File: src/rtl/snes_cpu_bus_master.sv
// Initiator-side SNES cartridge-slot bus model: turns request/response transactions
// into timed CPU bus cycles (address, strobes, ROM select, data bus) plus periodic DRAM refresh.
module snes_cpu_bus_master #(
  parameter int FAST_LEN       = 6,
  parameter int SLOW_LEN       = 8,
  parameter int XSLOW_LEN      = 12,
  parameter int REFRESH_PERIOD = 1364,
  parameter int REFRESH_START  = 538,
  parameter int REFRESH_LEN    = 40
) (
  input  logic        mck,
  input  logic        reset_n,
  input  logic        req_valid,
  output logic        req_ready,
  input  logic        req_write,
  input  logic [23:0] req_addr,
  input  logic [7:0]  req_wdata,
  input  logic        fast_rom,
  output logic        rsp_valid,
  output logic [7:0]  rsp_rdata,
  output logic [23:0] ca,
  output logic [7:0]  d_out,
  output logic        d_oe,
  input  logic [7:0]  d_in,
  output logic        cpurd_n,
  output logic        cpuwr_n,
  output logic        romsel_n,
  output logic        refresh
);

  localparam int MAX_LEN = (XSLOW_LEN > REFRESH_LEN) ? XSLOW_LEN : REFRESH_LEN;
  localparam int CW      = $clog2(MAX_LEN + 1);
  localparam int RW      = $clog2(REFRESH_PERIOD);

  localparam logic [CW-1:0] CNT_ONE      = CW'(1);
  localparam logic [CW-1:0] REFRESH_LAST = CW'(REFRESH_LEN - 1);

  typedef enum logic [1:0] {
    S_IDLE,
    S_CYCLE,
    S_RESP,
    S_REFRESH
  } state_t;

  state_t        state_q, state_d;
  logic [CW-1:0] cnt_q, cnt_d;
  logic [CW-1:0] len_q, len_d;
  logic          is_write_q, is_write_d;
  logic [RW-1:0] rcnt_q, rcnt_d;
  logic          pending_q, pending_d;
  logic          refresh_hit;
  logic          accept;
  logic [CW-1:0] acc_len;

  logic [23:0] ca_d;
  logic [7:0]  d_out_d, rsp_rdata_d;
  logic        d_oe_d, cpurd_n_d, cpuwr_n_d, romsel_n_d, refresh_d;
  logic        req_ready_d, rsp_valid_d;

  // ROM select: banks $40-$FF with bit 6 set decode everywhere except WRAM banks $7E/$7F;
  // the remaining banks decode only the upper half of the offset space.
  function automatic logic rom_decode_n(input logic [23:0] addr);
    if (addr[22]) return (addr[23:17] == 7'h3F);
    return ~addr[15];
  endfunction

  // Extra-slow I/O window $4000-$41FF in system banks.
  function automatic logic is_xslow(input logic [23:0] addr);
    return ~addr[22] && (addr[15:9] == 7'b0100000);
  endfunction

  // Free-running scanline counter, independent of bus activity.
  assign refresh_hit = (rcnt_q == RW'(REFRESH_START));
  assign rcnt_d      = (rcnt_q == RW'(REFRESH_PERIOD - 1)) ? '0 : rcnt_q + RW'(1);

  assign accept = req_valid && req_ready && ((state_q == S_IDLE) || (state_q == S_RESP));

  always_comb begin
    acc_len = CW'(SLOW_LEN);
    if (is_xslow(req_addr)) begin
      acc_len = CW'(XSLOW_LEN);
    end else if (req_addr[23] && !rom_decode_n(req_addr) && fast_rom) begin
      acc_len = CW'(FAST_LEN);
    end
  end

  always_comb begin
    // NOTE: every next-value signal is defaulted before the case so no path leaves one
    // unassigned; a missing default here would infer a latch.
    state_d     = state_q;
    cnt_d       = cnt_q;
    len_d       = len_q;
    is_write_d  = is_write_q;
    pending_d   = pending_q | refresh_hit;
    ca_d        = ca;
    d_out_d     = d_out;
    d_oe_d      = d_oe;
    cpurd_n_d   = cpurd_n;
    cpuwr_n_d   = cpuwr_n;
    romsel_n_d  = romsel_n;
    refresh_d   = refresh;
    req_ready_d = req_ready;
    rsp_valid_d = 1'b0;
    rsp_rdata_d = rsp_rdata;

    if (accept) begin
      ca_d        = req_addr;
      romsel_n_d  = rom_decode_n(req_addr);
      if (req_write) d_out_d = req_wdata;
      is_write_d  = req_write;
      len_d       = acc_len;
      cnt_d       = '0;
      req_ready_d = 1'b0;
      state_d     = S_CYCLE;
    end else begin
      case (state_q)
        S_IDLE, S_RESP: begin
          if (pending_q) begin
            state_d     = S_REFRESH;
            cnt_d       = '0;
            refresh_d   = 1'b1;
            req_ready_d = 1'b0;
          end else begin
            state_d     = S_IDLE;
            req_ready_d = ~pending_d;
          end
        end
        S_CYCLE: begin
          if (cnt_q == len_q - CNT_ONE) begin
            if (!is_write_q) rsp_rdata_d = d_in;
            cpurd_n_d   = 1'b1;
            cpuwr_n_d   = 1'b1;
            d_oe_d      = 1'b0;
            romsel_n_d  = 1'b1;
            rsp_valid_d = 1'b1;
            req_ready_d = ~pending_d;
            state_d     = S_RESP;
          end else begin
            cnt_d = cnt_q + CNT_ONE;
            // Registered outputs: decisions taken at cnt k become visible at cnt k+1.
            if ((cnt_q == '0) && is_write_q) d_oe_d = 1'b1;
            if (cnt_q == CNT_ONE) begin
              cpurd_n_d = is_write_q;
              cpuwr_n_d = ~is_write_q;
            end
          end
        end
        S_REFRESH: begin
          if (cnt_q == REFRESH_LAST) begin
            refresh_d   = 1'b0;
            pending_d   = refresh_hit;
            req_ready_d = ~refresh_hit;
            state_d     = S_IDLE;
          end else begin
            cnt_d = cnt_q + CNT_ONE;
          end
        end
        default: state_d = S_IDLE;
      endcase
    end
  end

  // NOTE: sequential state uses non-blocking assignments only, so every flop samples
  // the pre-edge values computed above regardless of statement order.
  always_ff @(posedge mck or negedge reset_n) begin
    if (!reset_n) begin
      state_q    <= S_IDLE;
      cnt_q      <= '0;
      len_q      <= '0;
      is_write_q <= 1'b0;
      rcnt_q     <= '0;
      pending_q  <= 1'b0;
      ca         <= '0;
      d_out      <= '0;
      d_oe       <= 1'b0;
      cpurd_n    <= 1'b1;
      cpuwr_n    <= 1'b1;
      romsel_n   <= 1'b1;
      refresh    <= 1'b0;
      req_ready  <= 1'b0;
      rsp_valid  <= 1'b0;
      rsp_rdata  <= '0;
    end else begin
      state_q    <= state_d;
      cnt_q      <= cnt_d;
      len_q      <= len_d;
      is_write_q <= is_write_d;
      rcnt_q     <= rcnt_d;
      pending_q  <= pending_d;
      ca         <= ca_d;
      d_out      <= d_out_d;
      d_oe       <= d_oe_d;
      cpurd_n    <= cpurd_n_d;
      cpuwr_n    <= cpuwr_n_d;
      romsel_n   <= romsel_n_d;
      refresh    <= refresh_d;
      req_ready  <= req_ready_d;
      rsp_valid  <= rsp_valid_d;
      rsp_rdata  <= rsp_rdata_d;
    end
  end

endmodule

File: config.mk
export PLATFORM = sky130hd
export DESIGN_NAME = snes_cpu_bus_master
export DESIGN_NICKNAME = d
export VERILOG_FILES = /design/src/rtl/snes_cpu_bus_master.sv
export SDC_FILE = /design/constraint.sdc
export NUM_CORES = 1
export LEC_CHECK = 0
export CAP_MARGIN = 40
export CORE_MARGIN = 1.5
export CORE_UTILIZATION = 45
export DETAILED_ROUTE_END_ITERATION = 6
export GPL_TIMING_DRIVEN = 0
export PLACE_DENSITY_LB_ADDON = 0.1
export SYNTH_ARGS = -nofsm -noshare
export SYNTH_HDL_FRONTEND = slang
export SYNTH_SLANG_ARGS = --single-unit
File: constraint.sdc
create_clock -name mck -period 4.51 [get_ports mck]
set_input_delay 0.451 -clock mck [delete_from_list [all_inputs] [get_ports mck]]
set_output_delay 0.451 -clock mck [all_outputs]
set_load 0.05 [all_outputs]
# Word level (Yosys, flattened, before mapping)
# Cells that the tools add are included.
# classes
add_sub_neg	3
n_eq_ne	17
n_mux	43
bitwise	7
n_reduce_logical	24
# ops
cell	count
$mux 6	5
$mux 1	28
$pmux 6 s3	1
$ne 3x3->1 const B	5
$eq 7x6->1 const B	2
$add 11x1->11 const B	1
$eq 11x10->1 const B	1
$eq 11x11->1 const B	1
$mux 11	1
$reduce_bool 2->1	5
$reduce_and 3->1	3
$mux 2	4
$reduce_and 4->1	2
$add 6x1->6 const B	1
$eq 6x1->1 const B	1
$eq 6x6->1	1
$eq 6x6->1 const B	1
$logic_and 1x1->1	6
$logic_not 6->1	1
$not 1->1	6
$pmux 2 s3	1
$reduce_and 2->1	3
$sub 6x1->6 const B	1
$eq 2x2->1 const B	2
10 further kinds	11
# word_totals
register_bits	74
inputBits	45
out_inout_bits	47
wordCells	110

# Depth between registers and ports, before layout
# Gate-level depths: netlist of run 1.
# depth
ltp_word	10
depth_mapped	9
depth_no_buf	8

# Worst setup path after synthesis of run 1
# No wires, ideal clock.
# synth_timing
path_type	register to register
startpoint	register len_q[1]
endpoint	register rsp_rdata[0]
setup_time_ps	125
arrival_time_ps	2097
required_time_ps	4385
path_slack_ps	2289
path_stages_with_launch	10
n_path_buf	1
synth_period_minus_slack_ps	2221
cell_sequence	dfrtp_1 > inv_1 > ha_1 > ha_1 > xor2_1 > nand4_1 > or3_1 > buf_2 > nor2_8 > mux2_2
# synth_between
elab_chain_cells	3
# synth_rtl
element	line_no	text
start, declared	47	logic [CW-1:0] len_q, len_d;
start signal, assigned	186	len_q <= len_d;
$sub 6x1->6	129	if (cnt_q == len_q - CNT_ONE) begin
$eq 6x6->1	129	
$reduce_and 4->1 (no source line)	-	
end signal, assigned	199	rsp_rdata <= rsp_rdata_d;
end, declared	20	output logic [7:0] rsp_rdata,
# Every way passes these cells.
# A chain may end at the register's enable or synchronous reset.

# Worst setup path in the final report of run 1
# layout_timing
startpoint	register len_q[1]
endpoint	register rsp_rdata[1]
# The elaborated chain is that of the path after synthesis.

==> results of run 1 <==
[cell usage in the layout (no fill, tap or decap), types with 2 or more instances in the layout]
cell type	netlist	layout
a21o_1	2	2
a21oi_1	3	3
a31oi_1	2	2
a32oi_1	3	3
and2_1	2	2
and3_1	3	3
buf_2	3	3
clkbuf_1	6	9
clkbuf_8	0	10
clkdlybuf4s50_1	0	90
clkinv_2	0	2
dfrtp_1	68	68
dfstp_2	3	3
ha_1	7	7
inv_1	10	10
mux2_2	16	16
nand2_1	88	88
nand3_1	15	15
nand4_1	2	2
nor2_1	19	19
nor4_1	2	2
o211ai_1	4	4
o21ai_0	6	6
o31ai_1	2	2
or3_1	4	4
or4_1	2	2
or4b_2	2	2
xnor2_1	6	6
xor2_1	6	6
[flip-flops by register name, indices dropped and copies added (netlist names), 2 cells and up]
name	flops
ca	24
cnt_q	6
rsp_rdata	8
rcnt_q	11
len_q	3
state_q	2
d_out	8
[repair_timing]
action                                  in CTS  in global routing
hold endpoints to repair                    13                  0
endpoints found under the setup margin       0                  0
hold buffers                                 1                  0
[path summary, 6_finish.rpt]
check / depth (start not counted) / endpoint / slack (ns) / start
setup reg to reg: 9 / rsp_rdata[1] / 2.09 / len_q[1]
setup / recovery: 9 / rsp_rdata[1] / 2.09 / len_q[1]
min in group asynchronous: 2 / ca[8] / 0.54 / reset_n
hold / removal: 2 / ca[5] / 0.47 / ca[5]
max in group asynchronous: 3 / romsel_n / 3.39 / reset_n
hold reg to reg: 2 / ca[5] / 0.47 / ca[5]
[power breakdown]
part	switching, mW	internal [mW]	leakage [nW]
logic	0.862	0.460	1.03
registers	0.127	0.832	0.897
clock network	0.222	0.211	0.0833
[logic make-up after synthesis]
group                      synth area share, %
adders and majority gates                 2.84
buffers and inverters                     2.43
AOI/OAI and AO/OA                         5.92
DFF                                       57.7
and+or+nand+nor                           21.5
xor gates and xnor gates                  3.41
muxes                                     6.17
[metal layers]
layer,up-vias,wire length [um]
li1,1217,-
met1,1173,3040
met2,69,3130
met3,7,440
met4,0,107
met5,-,0
[critical path: cells and delay by family, from the launching register on]
kind / cells / cell delay [ns]
and+or+nand+nor: 3 / 0.64
adders and majority gates: 2 / 0.48
DFF: 1 / 0.37
muxes: 1 / 0.35
buffers and inverters: 2 / 0.27
xor gates and xnor gates: 1 / 0.19
[per-stage QoR]
| stage | cells | worst slack [ns] | cell area, um^2 | hold slack (ns) |
|---|---|---|---|---|
| after floorplan | 299 | 2.29 | 3080 | 0.155 |
| after global placement | 467 | 0.570 | 4090 | 0.457 |
| after detailed placement | 468 | 2.08 | 4120 | 0.358 |
| after CTS | 484 | 2.07 | 4290 | 0.479 |
| after global routing | 484 | 1.91 | 4290 | 0.499 |
| final | 484 | 2.09 | 4290 | 0.474 |
[area by class of cell]
class	count	area share (%)
multi-input cells	209	28.7
repair buffers	93	22.1
plain buffers	9	0.876
flip-flops and latches	71	41.5
inverters	10	0.876
well taps	77	2.25
clock buffers	13	3.47
clock inverters	2	0.234
==> flow_metrics.env, run 1 <==
export IMPL_clk_pin_slew_worst_paths_ns=0.08
export IMPL_finalMaxSlewViolations=0
export IMPL_die_w_um=85.8
export IMPL_io_pins=92
export IMPL_skew_ns=0.0116
export IMPL_start_util_pct=47.5
export IMPL_busiest_layer="met2"
export IMPL_yosysTopAreaCellShare_pct=55.2
export IMPL_crit_type="reg2reg"
export IMPL_core_area_um2=6490
export IMPL_hpwl_um=4840
export IMPL_die_h_um=85.8
export IMPL_cts_root_buf="clkbuf_8"
export IMPL_cts_tree="built"
export IMPL_clk_latency_ns=0.34
export IMPL_numCtsBuffers=9
export IMPL_syn_inst=299
export IMPL_gr_usage_met3_pct=7.12
export IMPL_postRouteAntennaNets=0
export IMPL_yosysMostFrequentCell="nand2_1"
export IMPL_fillers=543
export IMPL_rows=29
export IMPL_fin_crit_ns=2.42
export IMPL_cap_violations=0
export IMPL_antenna_found_initial=0
export IMPL_critPathLaunchType="register"
export IMPL_cpMaxStageDelayCell="dfrtp_1"
export IMPL_ys_warn_count=0
export IMPL_path_cells="inv_1 > ha_1 > ha_1 > xor2_1 > nand4_1 > or3_1 > buf_2 > nor2_8 > mux2_2"
export IMPL_vias_per_cell=5.10
export IMPL_syn_nets=351
export IMPL_drt_iter0_drc=128
export IMPL_synth_cell_area_um2=3080
export IMPL_cts_setup_buffers=0
export IMPL_synth_area_leader_cell="dfrtp_1"
export IMPL_power_leakage_nw=2.01
export IMPL_overflow=0
export IMPL_synthArstFlopShare_pct=100
export IMPL_synth_main_ff_cell="dfrtp_1"
export IMPL_grtUsageTotal_pct=20.2
export IMPL_drtPass1Iterations=4
export IMPL_rsz0062_at_grt="false"
export IMPL_synth_seq_cells=71
export IMPL_num_antenna_cells=0
export IMPL_fin_crit_sh_pct=53.7
export IMPL_synthTopCellsByArea="dfrtp_1 (55%), nand2_1 (11%), mux2_2 (5.8%)"
export IMPL_setup_viol=0
export IMPL_fin_setup_tns_ns=0
export IMPL_drc=0
export IMPL_syn_area_per_cell_um2=10.3
export IMPL_use_met2_pct=31.1
export IMPL_final_core_util_pct=66.0
export IMPL_worst_pin_slew_ns=0.536
export IMPL_finalPower_mw=2.71
export IMPL_peakVddDrop_mv=0.465
export IMPL_grt_max_degree=52
export IMPL_io_buffers=91
export IMPL_dieArea_um2=7360
export IMPL_cts_buffer_depth=2
export IMPL_endpoint_kind="register"
export IMPL_postCtsResizedCells=0
export IMPL_met1_usage_pct=26.7
export IMPL_fmax_ghz=0.413
export IMPL_critPathMostFrequentCell="ha_1"
export IMPL_synth_edf_count=0
export IMPL_timing_hold_violations_final=0
export IMPL_first_global_vias=2461
export IMPL_arrival_ns=2.64
export IMPL_status="complete, no violations"
export IMPL_numClockSinks=71
export IMPL_required_ns=4.72
export IMPL_hp_class="reg2reg"
export IMPL_grt_pass1_wl_um=11500
export IMPL_vias=2466
export IMPL_worstPathMaxFanout=8
export IMPL_routabilityCongestion=0.890
export IMPL_synth_common_cells="nand2_1 (88), dfrtp_1 (68), nor2_1 (19)"
export IMPL_drt_wl_total_um=6720
export IMPL_nets=455
export IMPL_area_sequential_um2=1780
export IMPL_synth_yosys_seq_area_share_pct=57.7
export IMPL_slowest_delay_ns=0.37
export IMPL_drive_above_1_share_pct=10.1
export IMPL_multi_input_area_um2=1230
export IMPL_ys_types=39
export IMPL_area_delta_synth_final_pct=38.9
export IMPL_htreeDepth=3
export IMPL_wl_per_cell_um=13.9
export IMPL_slew_headroom_pct=64.1
export IMPL_power_density_nw_per_um2=633
No activity file was read; power rests on OpenSTA's default activity.
==> run 2, diff against run 1 <==
==> constraint.sdc (replaced) <==
create_clock -name mck -period 2.3 [get_ports mck]
set_input_delay 0.23 -clock mck [delete_from_list [all_inputs] [get_ports mck]]
set_output_delay 0.23 -clock mck [all_outputs]
set_load 0.05 [all_outputs]
==> flow_metrics.env, run 2 (synthesis results as in run 1) <==
export IMPL_status="complete, no violations"
export IMPL_htreeDepth=3
export IMPL_fin_setup_tns_ns=0
export IMPL_endpoint_kind="register"
export IMPL_fin_ws_ns=0.0836
export IMPL_io_pins=92
export IMPL_arrival_ns=2.44
export IMPL_rsz0062_at_grt="false"
export IMPL_first_global_vias=2474
export IMPL_multi_input_area_um2=1300
export IMPL_crit_type="reg2reg"
export IMPL_drc=0
export IMPL_power_density_nw_per_um2=1250
export IMPL_grtUsageTotal_pct=21.0
export IMPL_final_cell_mix="clkdlybuf4s50_1 (90), nand2_1 (88), dfrtp_1 (68), nor2_1 (19), nand3_1 (15)"
export IMPL_overflow=0
export IMPL_skew_ns=0.0113
export IMPL_vias=2484
export IMPL_drt_wl_total_um=6990
export IMPL_rows=29
export IMPL_area_sequential_um2=1780
export IMPL_grt_pass1_wl_um=12000
export IMPL_grt_max_degree=52
export IMPL_start_util_pct=47.5
export IMPL_clk_pin_slew_worst_paths_ns=0.07
export IMPL_cts_buffer_depth=2
export IMPL_core_area_um2=6490
export IMPL_cts_root_buf="clkbuf_8"
export IMPL_numClockSinks=71
export IMPL_antenna_found_initial=0
export IMPL_drive_above_1_share_pct=12.6
export IMPL_postRouteAntennaNets=0
export IMPL_hp_class="in2async"
export IMPL_dieArea_um2=7360
export IMPL_vias_per_cell=5.08
export IMPL_nets=460
export IMPL_slew_headroom_pct=63.9
export IMPL_cts_tree="built"
export IMPL_io_buffers=91
export IMPL_cap_violations=0
export IMPL_largest_reg_flops=24
export IMPL_area_delta_synth_final_pct=42.4
export IMPL_die_h_um=85.8
export IMPL_worst_r2r_path_depth=8
export IMPL_fmax_ghz=0.451
export IMPL_peakVddDrop_mv=0.915
export IMPL_fin_crit_sh_pct=96.4
export IMPL_setup_viol=0
export IMPL_die_w_um=85.8
export IMPL_timing_hold_violations_final=0
export IMPL_dp_slack_ns=-0.128
export IMPL_num_antenna_cells=0
export IMPL_finalMaxSlewViolations=0
export IMPL_hpwl_um=4840
export IMPL_worst_pin_slew_ns=0.539
export IMPL_clk_latency_ns=0.34
export IMPL_top_regs="ca x24, rcnt_q x11"
export IMPL_routabilityCongestion=0.890
export IMPL_critPathLaunchType="register"
export IMPL_final_common_cell="clkdlybuf4s50_1"
export IMPL_top_register="ca"
export IMPL_power_leakage_nw=2.04
export IMPL_drtPass1Iterations=4
export IMPL_fillers=528
export IMPL_drt_iter0_drc=136
export IMPL_fin_crit_ns=2.22
export IMPL_wl_per_cell_um=14.3
export IMPL_worstPathMaxFanout=8
export IMPL_numCtsBuffers=9
export IMPL_required_ns=2.52
## run 2: worst paths after layout
check / from / to / slack, ns
worst max-delay path: len_q[1] / rsp_rdata[1] / 0.08
worst min-delay path: reset_n / rsp_rdata[5] / 0.31
worst max register to register: len_q[1] / rsp_rdata[1] / 0.08
worst min register to register: ca[5] / ca[5] / 0.47
max in group asynchronous: reset_n / romsel_n / 1.39
min in group mck: req_addr[8] / ca[8] / 0.41
## run 2: metal layers
layer	share of wire [%]	GRT usage, %
met1	45	29.0
met2	46	31.4
met3	6.9	7.12
met4	1.6	6.74
met5	0	0
## run 2: power by group
part           switching (mW)  internal [mW]
logic                    1.74           1.01
registers               0.252           1.63
clock network           0.433          0.413
## run 2: final cells by class
cell class / count / share of cell area [%]
inverters: 10 / 0.854
clock buffers: 13 / 3.39
clock inverters: 2 / 0.228
flip-flops and latches: 71 / 40.5
plain buffers: 8 / 0.741
multi-input cells: 209 / 29.5
well taps: 77 / 2.19
repair buffers: 99 / 22.6
## run 2: stage by stage
stage          util, %  hold WS (ns)  cells  instance area, um^2  total power [mW]
2_1_floorplan        -       -0.0656    299                 3080              3.61
3_3_place_gp      63.0         0.457    467                 4090              4.46
3_5_place_dp      63.4         0.137    468                 4120              4.50
4_1_cts           67.6         0.314    489                 4390              5.52
5_1_grt           67.6         0.327    489                 4390              5.82
6_report          67.6         0.313    489                 4390              5.48
## run 2: critical path: stages, from the launching register on
cell	delay, ns
dfrtp_1	0.38
inv_2	0.07
ha_4	0.16
ha_4	0.26
xor2_2	0.15
nand4_1	0.15
or3_4	0.40
nor2_8	0.21
mux2_4	0.32
## run 2: timing repair
action	4_1_cts	5_1_grt
gates cloned	0	0
setup endpoints to repair	8	8
resized for setup	16	1
pin swaps	5	3
hold endpoints to repair	20	0
buffers inserted	5	1
hold buffers	1	0
==> variant, RTL diff (flow settings as in run 1) <==
Compare `rcnt_q` against `RW'(REFRESH_START)` with >= in place of ==.
--- a/src/rtl/snes_cpu_bus_master.sv
+++ b/src/rtl/snes_cpu_bus_master.sv
@@ -70,7 +70,7 @@
   endfunction
 
   // Free-running scanline counter, independent of bus activity.
-  assign refresh_hit = (rcnt_q == RW'(REFRESH_START));
+  assign refresh_hit = (rcnt_q >= RW'(REFRESH_START));
   assign rcnt_d      = (rcnt_q == RW'(REFRESH_PERIOD - 1)) ? '0 : rcnt_q + RW'(1);
 
   assign accept = req_valid && req_ready && ((state_q == S_IDLE) || (state_q == S_RESP));
Behaviour: no difference found for any inputs over 10 cycles, from zero or initial values and one cycle with reset_n low; that may be too few to reach the edited logic, so the function may still have changed.
==> variant against run 1 <==
  * Final area grew 0.35%
  * Area after synthesis grew 0.61%
  * Critical path type unchanged
  * Routed wire length grew 4.7%
  * Critical endpoint is now rsp_rdata[5]$_DFFE_PN0P_
  * Count of clock-buffer cells in the layout shrank 2
  * Critical path depth shrank 1
  * Synthesized cell count grew 1.3%
  * Power grew 0.54%
  * Clock power grew 2%
  * Maximum frequency grew 3.0%
  * First-iteration DRC count shrank 20%
  * Final cell count grew 1.4%
  * Setup slack gained 0.072 ns
  * Sequential cell count is the same
==> variant: results (changes against run 1) <==
Critical path
  • Slowest cell on crit path: nor2_2
  • Worst-path fanout max: 8 (unchanged)
  • CP max stage delay: 0.39 ns (+0.02 ns)
  • CP Data Arrival Time: 2.58 ns (-0.06 ns)
  • Worst path top cell family by delay: simple AND/OR/NAND/NOR gates
  • Crit path buf inv count: 1 (-1)

Cells and area
  • # diodes: 0 (unchanged)
  • Layout cell share with drive strength beyond 1: 10.71% (+0.63 points)
  • Fin nets: 459 (+0.88%)
  • Top flop regs: ca x24, rcnt_q x11

Clocking
  • Clock transition at path regs: 0.08 ns (about the same)
  • Cts repair resizes: 0 (unchanged)
  • Clock Latency Late Sink: 0.34 ns (about the same)
  • Setup bufs post-CTS: 0 (unchanged)
  • Clock Tree Buf Depth: 2 (unchanged)
  • Cts bufs inserted: 9 (unchanged)
  • H-tree levels: 3 (unchanged)
  • Root buffer cell: clkbuf_8

Timing
  • Clock Skew: 0.009283 ns (-0.002351 ns)
  • Slew headroom: 47.47% (-17 points)

Pwr
  • Max IR drop VDD: 0.3588 mV (-23%)
  • Leakage: 1.974 nW (-1.5%)

Run status
  • Status: completed

Placed design
  • DP Cell Count: 476 (+1.7%)
  • HPWL after DPL: 5.032 mm (+4.0%)
  • Port buffer count: 91 (unchanged)
  • GPL Wtd Cong: 0.7635 (-14%)

Worst hold path
  • Hold crit path type: input pin to asynchronous set/reset pin

Logic synthesis
  • Seq/Total Area, Yosys: 57.38% (-0.35 points)
  • Main synth FF type: dfrtp_1
  • Synthesized instance count: 303 (+1.3%)
  • Post-synth top cells: 88 x nand2_1, 68 x dfrtp_1, 17 x nor2_1, 16 x mux2_2, 12 x inv_1
  • Top post-synthesis cells by area: dfrtp_1 55%, nand2_1 11%, mux2_2 5.8%, ha_1 2.8%, dfstp_2 2.5%
  • Synth warnings: 0 (unchanged)
  • Mapped Nets: 355 (+1.1%)
  • Ys async rst share: 100.0% (unchanged)
  • Yosys cell types: 39 (unchanged)

GRT
  • GR Util met3: 5.005% (-2.1 points)
  • Global-route wire length before repair: 11.58 mm (+0.54%)
  • GR Layer Usage met2: 32.36% (+1.3 points)
  • Pin count of the biggest net entering global routing: 43 (-17%)
  • GRT Total Usage: 20.52% (+0.33 points)
  • Vias in the first global route: 2416 (-1.8%)
  • Met1 Usage GRT: 25.88% (-0.84 points)
  • Initial antenna violation count: 0 (unchanged)

Drt
  • Drt total wl: 7.030 mm (+4.7%)
  • DR iter-0 viols: 102 (-20%)
  • Vias post-DR: 2545 (+3.2%)
  • Met2 WL: 3.339 mm (+6.7%)
  • Highest layer used for signal routing: met4
  • DR WL/cell: 14.32 um (+3.2%)
  • Initial DRT Pass Iterations: 4 (unchanged)
  • Met1 WL: 3.051 mm (+0.36%)
  • Met3 wire len: 440 um (unchanged)
[variant: per-stage QoR]
stage	cell area (um2)	hold slack, ns	worst slack (ns)
finish	4300	0.03100	2.160
global route	4300	0.04893	1.964
CTS	4300	0.02913	2.111
detailed placement	4136	0.4091	2.115
global placement	4114	0.4572	0.5236
floorplan	3103	0.1554	2.409
[variant: path summary, 6_finish.rpt]
kind,from,endpoint,slack (ns),depth (start not counted)
setup / recovery,len_q[1]$_DFFE_PN0P_,rsp_rdata[5]$_DFFE_PN0P_,2.16,8
hold / removal,reset_n,rsp_rdata[0]$_DFFE_PN0P_,0.03,1
setup reg to reg,len_q[1]$_DFFE_PN0P_,rsp_rdata[5]$_DFFE_PN0P_,2.16,8
hold reg to reg,ca[1]$_DFFE_PN0P_,ca[1]$_DFFE_PN0P_,0.47,2
max in group asynchronous,reset_n,ca[1]$_DFFE_PN0P_,3.94,2
min in group mck,ca[1]$_DFFE_PN0P_,ca[1]$_DFFE_PN0P_,0.47,2
[variant: logic make-up after synthesis]
family	after synthesis	share of synthesized area [%]
compound gates	33	7.420
buf+inv	22	2.943
xor+xnor	11	3.105
mux	17	6.129
flops	71	57.38
simple gates	142	20.20
fa+ha+maj	7	2.822
[variant: area by class of cell]
class / count / area [um2]
Buffer: 10 / 46.29
Timing Repair Buffer: 93 / 933.4
Multi-Input combinational cell: 210 / 1231
Clock buffer: 11 / 141.4
Clock inverter: 4 / 22.52
Sequential cell: 71 / 1780
Fill cell: 565 / 2419
Tap cell: 80 / 100.1
Inverter: 12 / 45.04
[variant: power by group]
group | switching, W | internal [W] | leakage, nW
sequential | 0.000124 | 0.000830 | 0.901
clock | 0.000232 | 0.000209 | 0.0850
combinational | 0.000863 | 0.000472 | 0.988
